`src/rtl/sprite_motion_ctrl.sv`:
```
// sprite_motion_ctrl
//   Moves the sprite layer once per video frame. The direction buttons are
//   sampled at the falling edge of vertical sync; a clamped, hold-to-accelerate
//   step is computed and the new position is published only at that frame
//   boundary so the pixel colour logic never sees a mid-frame change.
// Ports
//   clk_pix    pixel clock, rising edge
//   rst_n      asynchronous active-low reset
//   vs         vertical sync (active low, clk_pix domain)
//   enable     1 = frame updates allowed, 0 = position frozen
//   btn_up/btn_down/btn_left/btn_right  asynchronous direction buttons
//   pos_x/pos_y committed sprite position
//   frame_upd  one-cycle pulse when the position is (re)committed
//   busy       high while an update sequence is in progress
module sprite_motion_ctrl #(
  parameter int unsigned POS_W       = 11,
  parameter int unsigned X_MIN       = 0,
  parameter int unsigned X_MAX       = 300,
  parameter int unsigned Y_MIN       = 0,
  parameter int unsigned Y_MAX       = 420,
  parameter int unsigned X_INIT      = 150,
  parameter int unsigned Y_INIT      = 200,
  parameter int unsigned STEP        = 1,
  parameter int unsigned FAST_STEP   = 4,
  parameter int unsigned HOLD_FRAMES = 30
) (
  input  logic             clk_pix,
  input  logic             rst_n,
  input  logic             vs,
  input  logic             enable,
  input  logic             btn_up,
  input  logic             btn_down,
  input  logic             btn_left,
  input  logic             btn_right,
  output logic [POS_W-1:0] pos_x,
  output logic [POS_W-1:0] pos_y,
  output logic             frame_upd,
  output logic             busy
);

  localparam int unsigned EW   = POS_W + 1;
  localparam int unsigned HC_W = $clog2(HOLD_FRAMES + 1);

  typedef enum logic [1:0] {IDLE, SAMPLE, CALC, COMMIT} state_t;

  state_t           state_q, state_d;
  logic             vs_d;
  logic [3:0]       btn_s1, btn_s2;      // {up, down, left, right}
  logic [3:0]       dir_q, prev_dir_q;
  logic [HC_W-1:0]  hold_cnt_q, hold_nxt_c;
  logic [POS_W-1:0] nx_q, ny_q, nx_c, ny_c;
  logic [EW-1:0]    step_c;
  logic             frame_edge_c;
  logic             sample_c, calc_c, commit_c, clr_hold_c;

  assign frame_edge_c = vs_d & ~vs;

  // Clamped single-axis move in POS_W+1 bits; opposing buttons cancel.
  function automatic logic [POS_W-1:0] move_axis(
    input logic [POS_W-1:0] pos, input logic inc, input logic dec,
    input logic [EW-1:0] step, input logic [EW-1:0] lo, input logic [EW-1:0] hi);
    logic [EW-1:0] p, r;
    p = {1'b0, pos};
    r = p;
    if (inc && !dec) begin
      r = p + step;
      if (r > hi) r = hi;
    end else if (dec && !inc) begin
      r = (p < lo + step) ? lo : p - step;
    end
    return POS_W'(r);
  endfunction

  // Input capture: vs edge register and 2-flop button synchroniser.
  always_ff @(posedge clk_pix or negedge rst_n) begin
    if (!rst_n) begin
      vs_d   <= 1'b1;
      btn_s1 <= 4'b0;
      btn_s2 <= 4'b0;
    end else begin
      vs_d   <= vs;
      btn_s1 <= {btn_up, btn_down, btn_left, btn_right};
      btn_s2 <= btn_s1;
    end
  end

  // State register.
  always_ff @(posedge clk_pix or negedge rst_n) begin
    if (!rst_n) state_q <= IDLE;
    else        state_q <= state_d;
  end

  // Next-state logic; frame edges outside IDLE are ignored.
  always_comb begin
    state_d = state_q;
    case (state_q)
      IDLE:    if (frame_edge_c && enable) state_d = SAMPLE;
      SAMPLE:  state_d = CALC;
      CALC:    state_d = COMMIT;
      COMMIT:  state_d = IDLE;
      default: state_d = IDLE;
    endcase
  end

  // Datapath strobes decoded from the state.
  always_comb begin
    sample_c   = 1'b0;
    calc_c     = 1'b0;
    commit_c   = 1'b0;
    clr_hold_c = 1'b0;
    case (state_q)
      IDLE:    clr_hold_c = frame_edge_c & ~enable;
      SAMPLE:  sample_c   = 1'b1;
      CALC:    calc_c     = 1'b1;
      COMMIT:  commit_c   = 1'b1;
      default: ;
    endcase
  end

  // Step size and next position/hold count, using hold_cnt as held on CALC entry.
  always_comb begin
    step_c = (hold_cnt_q == HC_W'(HOLD_FRAMES)) ? EW'(FAST_STEP) : EW'(STEP);
    nx_c   = move_axis(pos_x, dir_q[0], dir_q[1], step_c, EW'(X_MIN), EW'(X_MAX));
    ny_c   = move_axis(pos_y, dir_q[2], dir_q[3], step_c, EW'(Y_MIN), EW'(Y_MAX));
    if ((dir_q != 4'b0) && (dir_q == prev_dir_q))
      hold_nxt_c = (hold_cnt_q == HC_W'(HOLD_FRAMES)) ? hold_cnt_q : hold_cnt_q + HC_W'(1);
    else
      hold_nxt_c = '0;
  end

  // Datapath and registered outputs.
  always_ff @(posedge clk_pix or negedge rst_n) begin
    if (!rst_n) begin
      dir_q      <= 4'b0;
      prev_dir_q <= 4'b0;
      hold_cnt_q <= '0;
      nx_q       <= POS_W'(X_INIT);
      ny_q       <= POS_W'(Y_INIT);
      pos_x      <= POS_W'(X_INIT);
      pos_y      <= POS_W'(Y_INIT);
      frame_upd  <= 1'b0;
      busy       <= 1'b0;
    end else begin
      if (sample_c) dir_q <= btn_s2;
      if (calc_c) begin
        nx_q       <= nx_c;
        ny_q       <= ny_c;
        hold_cnt_q <= hold_nxt_c;
        prev_dir_q <= dir_q;
      end else if (clr_hold_c) begin
        hold_cnt_q <= '0;
      end
      if (commit_c) begin
        pos_x <= nx_q;
        pos_y <= ny_q;
      end
      frame_upd <= commit_c;
      busy      <= (state_d != IDLE);
    end
  end

endmodule

```
`config.mk`:
```
export PLATFORM = sky130hd
export DESIGN_NAME = sprite_motion_ctrl
export DESIGN_NICKNAME = d
export VERILOG_FILES = /design/src/rtl/sprite_motion_ctrl.sv
export SDC_FILE = /design/constraint.sdc
export NUM_CORES = 1
export LEC_CHECK = 0
export ABC_CLOCK_PERIOD_IN_PS = 5280
export BUFFER_PORTS_ARGS = -buffer_cell sky130_fd_sc_hd__buf_4
export CORE_ASPECT_RATIO = 1.1
export CORE_MARGIN = 2
export CORE_UTILIZATION = 58
export CTS_CLUSTER_SIZE = 40
export DETAILED_ROUTE_END_ITERATION = 16
export PLACE_DENSITY = 0.74
export SYNTH_ARGS = -nofsm -noshare
export SYNTH_HDL_FRONTEND = slang
export SYNTH_SLANG_ARGS = --single-unit
export TNS_END_PERCENT = 10
```
`constraint.sdc`:
```
create_clock -name clk_pix -period 5.28 [get_ports clk_pix]
set_clock_uncertainty 0.05 [all_clocks]
set_input_delay 0.264 -clock clk_pix [delete_from_list [all_inputs] [get_ports clk_pix]]
set_output_delay 0.264 -clock clk_pix [all_outputs]
set_load 0.05 [all_outputs]
```
### After elaboration in Yosys (flattened, before gate mapping)

Index checks and enable logic that the tools add are counted.

| cells by class | value |
|---|---|
| $add $sub $neg | 5 |
| eq/ne operators | 6 |
| reductions and logical operators | 15 |
| $lt $le $gt $ge | 4 |
| multiplexer cells | 19 |
| bitwise logic cells | 4 |

Operators by type and width:

| operator | count |
|---|---|
| $mux 11 | 8 |
| $add 11x3->12 | 2 |
| $gt 12x9->1 const B | 2 |
| $lt 11x3->1 | 2 |
| $sub 11x3->11 | 2 |
| $mux 5 | 4 |
| $pmux 2 s4 | 1 |
| $logic_and 1x1->1 | 6 |
| $add 5x1->5 const B | 1 |
| $eq 5x5->1 const B | 1 |
| $eq 2x2->1 const B | 2 |
| $eq 4x4->1 | 1 |
| $logic_not 1->1 | 4 |
| $mux 1 | 4 |
| $reduce_bool 2->1 | 2 |
| $reduce_bool 4->1 | 1 |
| $mux 3 | 1 |
| $ne 3x3->1 const B | 1 |
| $and 1x1->1 | 2 |
| $eq 2x1->1 const B | 1 |
| $logic_not 2->1 | 1 |
| $mux 2 | 1 |
| $not 1->1 | 2 |
| $reduce_and 2->1 | 1 |

| word-level totals | value |
|---|---|
| flip-flop bits (word level) | 70 |
| output and inout port bits | 24 |
| input bits | 8 |
| word-level logic and storage cells | 66 |

### Logic depth before layout (Yosys ltp)

| logic depth | value |
|---|---|
| word-level depth | 6 |
| gate-level depth with buffers | 13 |
| mapped depth without buffers | 11 |

### Worst setup path before layout

OpenSTA, ideal clock, no wires.

| path | value |
|---|---|
| kind | reg2reg |
| start point | register hold_cnt_q[0] |
| end point | register nx_q[6] |
| slack | 2.113 ns |
| buffers on the path | 2 |
| arrival time | 3.018 ns |
| cell stages (with the launch flop) | 14 |
| required time | 5.131 ns |
| period minus slack after synthesis | 3.167 ns |
| setup time | 0.099 ns |
| cells stage by stage | dfrtp_1 inv_1 ha_1 nand4_1 ha_1 ha_1 nor2b_2 or2_1 buf_6 o31ai_2 a2111oi_0 or4b_1 buf_2 o311ai_4 |

| on the way | value |
|---|---|
| longest elaborated chain between the ends | 6 |
| elaborated cells between the ends (all ways) | 10 |
| those cells by class | add/sub (2); order compare (2); eq/ne (1); mux (5) |

RTL lines:

| item | RTL line | source |
|---|---|---|
| start: declaration | 50 | `logic [HC_W-1:0] hold_cnt_q, hold_nxt_c;` |
| start signal: assignment | 148 | `hold_cnt_q <= hold_nxt_c;` |
| $eq 5x5->1 * | 122 | `step_c = (hold_cnt_q == HC_W'(HOLD_FRAMES)) ? EW'(FAST_STEP) : EW'(STEP);` |
| $mux 3 * | 122 |  |
| $add 11x3->12, or another cell as far along | 66 | `r = p + step;` |
| $gt 12x9->1 or $mux 11 (tied branches) | 67, 69 |  |
| $mux 11, on equally long branches | 67, 68 |  |
| $mux 11 * | 65 | `if (inc && !dec) begin` |
| end signal: assignment | 137 | `nx_q <= POS_W'(X_INIT);` |
| end signal: assignment | 146 | `nx_q <= nx_c;` |
| end: declaration | 51 | `logic [POS_W-1:0] nx_q, ny_q, nx_c, ny_c;` |

Mark *: on every way between the ends. The rest lies on a longest branch, timed or not.
A chain may end at the register's enable or synchronous reset.

### Worst setup path in the final report

Same ends and word-level chain as after synthesis.

==> summary.txt <==
Pwr
  • LEAKAGE: between 2 and 2.5 nW
  • Combinational power share: 52.6%
  • VDD IR-drop max: 537 uV
  • Int Power: 1.75 mW
  • Sequential Power Share: about a third
  • P_sw: 1.62 mW
  • Power per standard cell area: ~680 nW/um2
  • Clock power share: between 10% and 20%
  • Sw Share: a little under half

Global routing
  • Gr ovfl total: 0
  • Largest net degree at the start of global routing: 71
  • Global Route Usage Sum: between 20 and 30%
  • Vias in the first global route: 3335
  • Global-route met2 utilization: 38.4%
  • Gr busiest metal: met2
  • GRT met3 Usage: 4.67%
  • Met1 usage: between 30% and 40%
  • First-pass GRT wire length: about 17 mm
  • Initial antenna violation count: 0

Critical path
  • Reg2reg end: nx_q[6]$_DFFE_PN0P_
  • Worst setup SP type: register
  • CP Max Fanout: 7
  • Critical Path Sink Type: register
  • WP data required: around 5.5 ns
  • R2R depth: 11
  • Reg-to-reg setup timing slack: 1.70 ns
  • CP startpoint: hold_cnt_q[0]$_DFFE_PN0P_
  • R2R Path Start: hold_cnt_q[0]$_DFFE_PN0P_
  • Arrival @ worst endpoint: around 3.8 ns
  • Crit path kind: register to register

Timing
  • Final setup TNS: 0 ns
  • Max-slew headroom: between 40% and 50%
  • Fin crit share: 67.8%
  • Final Worst Setup Slack: approximately 1.7 ns
  • Worst-margin pin slew: approximately 0.84 ns
  • Final setup viols: 0
  • Max Slew Vio Count: 0
  • F_max: between 200 and 300 MHz
  • Hold slack: ~0.21 ns
  • RSZ-0062 raised after global routing: false
  • Fin crit period: roughly 3.6 ns
  • Final Hold Viols: 0

CTS
  • TritonCTS buffer count: 9
  • CTS H-tree lvls: 3
  • Clock Latency Late Sink: 0.36 ns
  • Clock Sinks: 70
  • CTS root buffer: clkbuf_8
  • Worst-path clk slew: 0.08 ns
  • Clock buffer depth: 2
  • CTS tree: built

Route
  • Remaining antenna violation count: 0
  • Vias post-DR: 3615
  • DRC Markers: 0
  • Avg Vias per Cell: approximately 6
  • Routed WL: 10.1 mm
  • WL per Instance: about 17 um
  • First-pass DRT Iterations: 5
  • Initial detailed-routing violation count: 320

Synth
  • Synth Cell Area: 4510 um2
  • Sequential share of the synthesized area: between 30 and 40%
  • Number of synthesized flops with an enable pin: 0
  • YS warnings: 0
  • Post-synth top area share: 30.5%
  • Post-synth top cells: dfrtp_1 (55), nor2_1 (35), nand2_1 (34)
  • Ys flop type: dfrtp_1
  • Unique masters post-synth: 79
  • Synth top area cells: dfrtp_1 (31%), dfstp_2 (8.7%), mux2_2 (5.7%)
  • Most frequent cell after synthesis: dfrtp_1
  • Largest area contributor in the netlist: dfrtp_1
  • Syn Nets: slightly below 500
  • Register bit total from synthesis: 70
  • Mean Syn Cell Area: 9.69 um2
  • Share of flip-flops with an asynchronous set or reset: 100%
  • Synth Instances: roughly 470

Final layout
  • Layout cell share with drive strength beyond 1: a little over a fifth
  • Fill count: ~630
  • Net count, final: 506
  • Area grow syn2layout: 10.3%
  • Diode count: 0

Die
  • Initial core utilization: 60.0%
  • Die Ht: just under 100 um
  • Core ar.: roughly 7500 um2
  • IO Pins: 32
  • Die W: 88.0 um
  • Die area: between 8000 and 9000 um2
  • Rows: 33

Placed design
  • DP Worst Slack: between 1.5 and 2 ns
  • Port-buffer cells: 31
  • Final Wtd Congestion: approximately 0.91
  • Post-DP HPWL: about 6.9 mm

Run
  • Max cap viols: 0

Outcome
  • Run status: complete, no violations

Min path
  • Hold EP: state_q[0]$_DFF_PN0_
  • Hold depth: 3
  • Hold_sp: enable
  • Hold/Removal Path Class: primary input to register
power by group through the flow:
stage               registers (mW)  clock network (mW)  logic, mW
floorplan                     1.20                   0       1.26
global placement              1.10                   0       1.73
detailed placement            1.12                   0       1.76
global route                  1.15               0.526       1.95
CTS                           1.11               0.498       1.77
finish                        1.11               0.491       1.77
registers in the layout (all words and copies together) (netlist names):
name and cells:
btn_s1 4, btn_s2 4, busy 1, dir_q 4, frame_upd 1, hold_cnt_q 5
nx_q 11, ny_q 11, pos_x 11, pos_y 11, prev_dir_q 4, state_q 2
vs_d 1
worst max-delay path by stage:
stage               slack, ns             endpoint  cells past startpoint
CTS                      1.71  nx_q[6]$_DFFE_PN0P_                     11
global placement         1.81  nx_q[6]$_DFFE_PN0P_                     11
finish                   1.70  nx_q[6]$_DFFE_PN0P_                     11
detailed placement       1.72  nx_q[6]$_DFFE_PN0P_                     11
floorplan                2.11  nx_q[6]$_DFFE_PN0P_                     13
global route             1.52  nx_q[6]$_DFFE_PN0P_                     11
kinds of logic after synthesis:
| family | Yosys count | synth area share, % |
|---|---|---|
| adders and majority gates | 18 | 5.00 |
| muxes | 25 | 6.22 |
| xor gates and xnor gates | 31 | 6.02 |
| buffers and inverters | 54 | 5.97 |
| and+or+nand+nor | 149 | 18.2 |
| AOI/OAI and AO/OA | 118 | 19.4 |
| DFF | 70 | 39.3 |
layout by cell type, fill, tap and decap left out, drive strengths merged, types with 16 or more instances in the layout:
cell type and instances:
ha 18, xnor2 16, nand2 34, a21oi 23, dfrtp 55, nor2 36, buf 33, o21ai 21
mux2 24, inv 18
critical path, cell delays in order, from the launching register on:
cell and delay [ns]:
dfrtp_1 0.42, inv_1 0.08, ha_1 0.14, nand4_1 0.30
ha_1 0.34, ha_1 0.22, nor2b_2 0.18, or2_1 0.32
o31ai_2 0.28, a2111oi_0 0.10, or4b_1 0.73, o311ai_4 0.32
layout make-up:
class	instances	area [um2]	area share (%)
clock inverters	5	82.6	1.66
flip-flops and latches	70	1770	35.6
repair buffers	39	308	6.19
multi-input cells	341	2470	49.6
well taps	105	131	2.64
clock buffers	11	141	2.84
inverters	19	71.3	1.43
through the flow:
stage | instance area (um2) | instances | power, mW | utilization, %
finish | 4970 | 590 | 3.37 | 66.2
CTS | 4970 | 590 | 3.38 | 66.2
global route | 4970 | 590 | 3.63 | 66.2
floorplan | 4510 | 465 | 2.46 | -
global placement | 4690 | 568 | 2.84 | 62.4
detailed placement | 4690 | 568 | 2.88 | 62.4
timing repair:
item                                    in CTS  in global routing
gates resized for setup                      0                  0
hold buffers                                 6                  0
endpoints found under the setup margin       0                  0
endpoints found under the hold margin       11                  0
buffers inserted                             0                  0
layer usage:
layer	up-vias	wire length (um)
li1	1731	-
met1	1758	4770
met2	104	4490
met3	22	573
met4	0	226
met5	-	0
(Power assumes the default switching activity.)
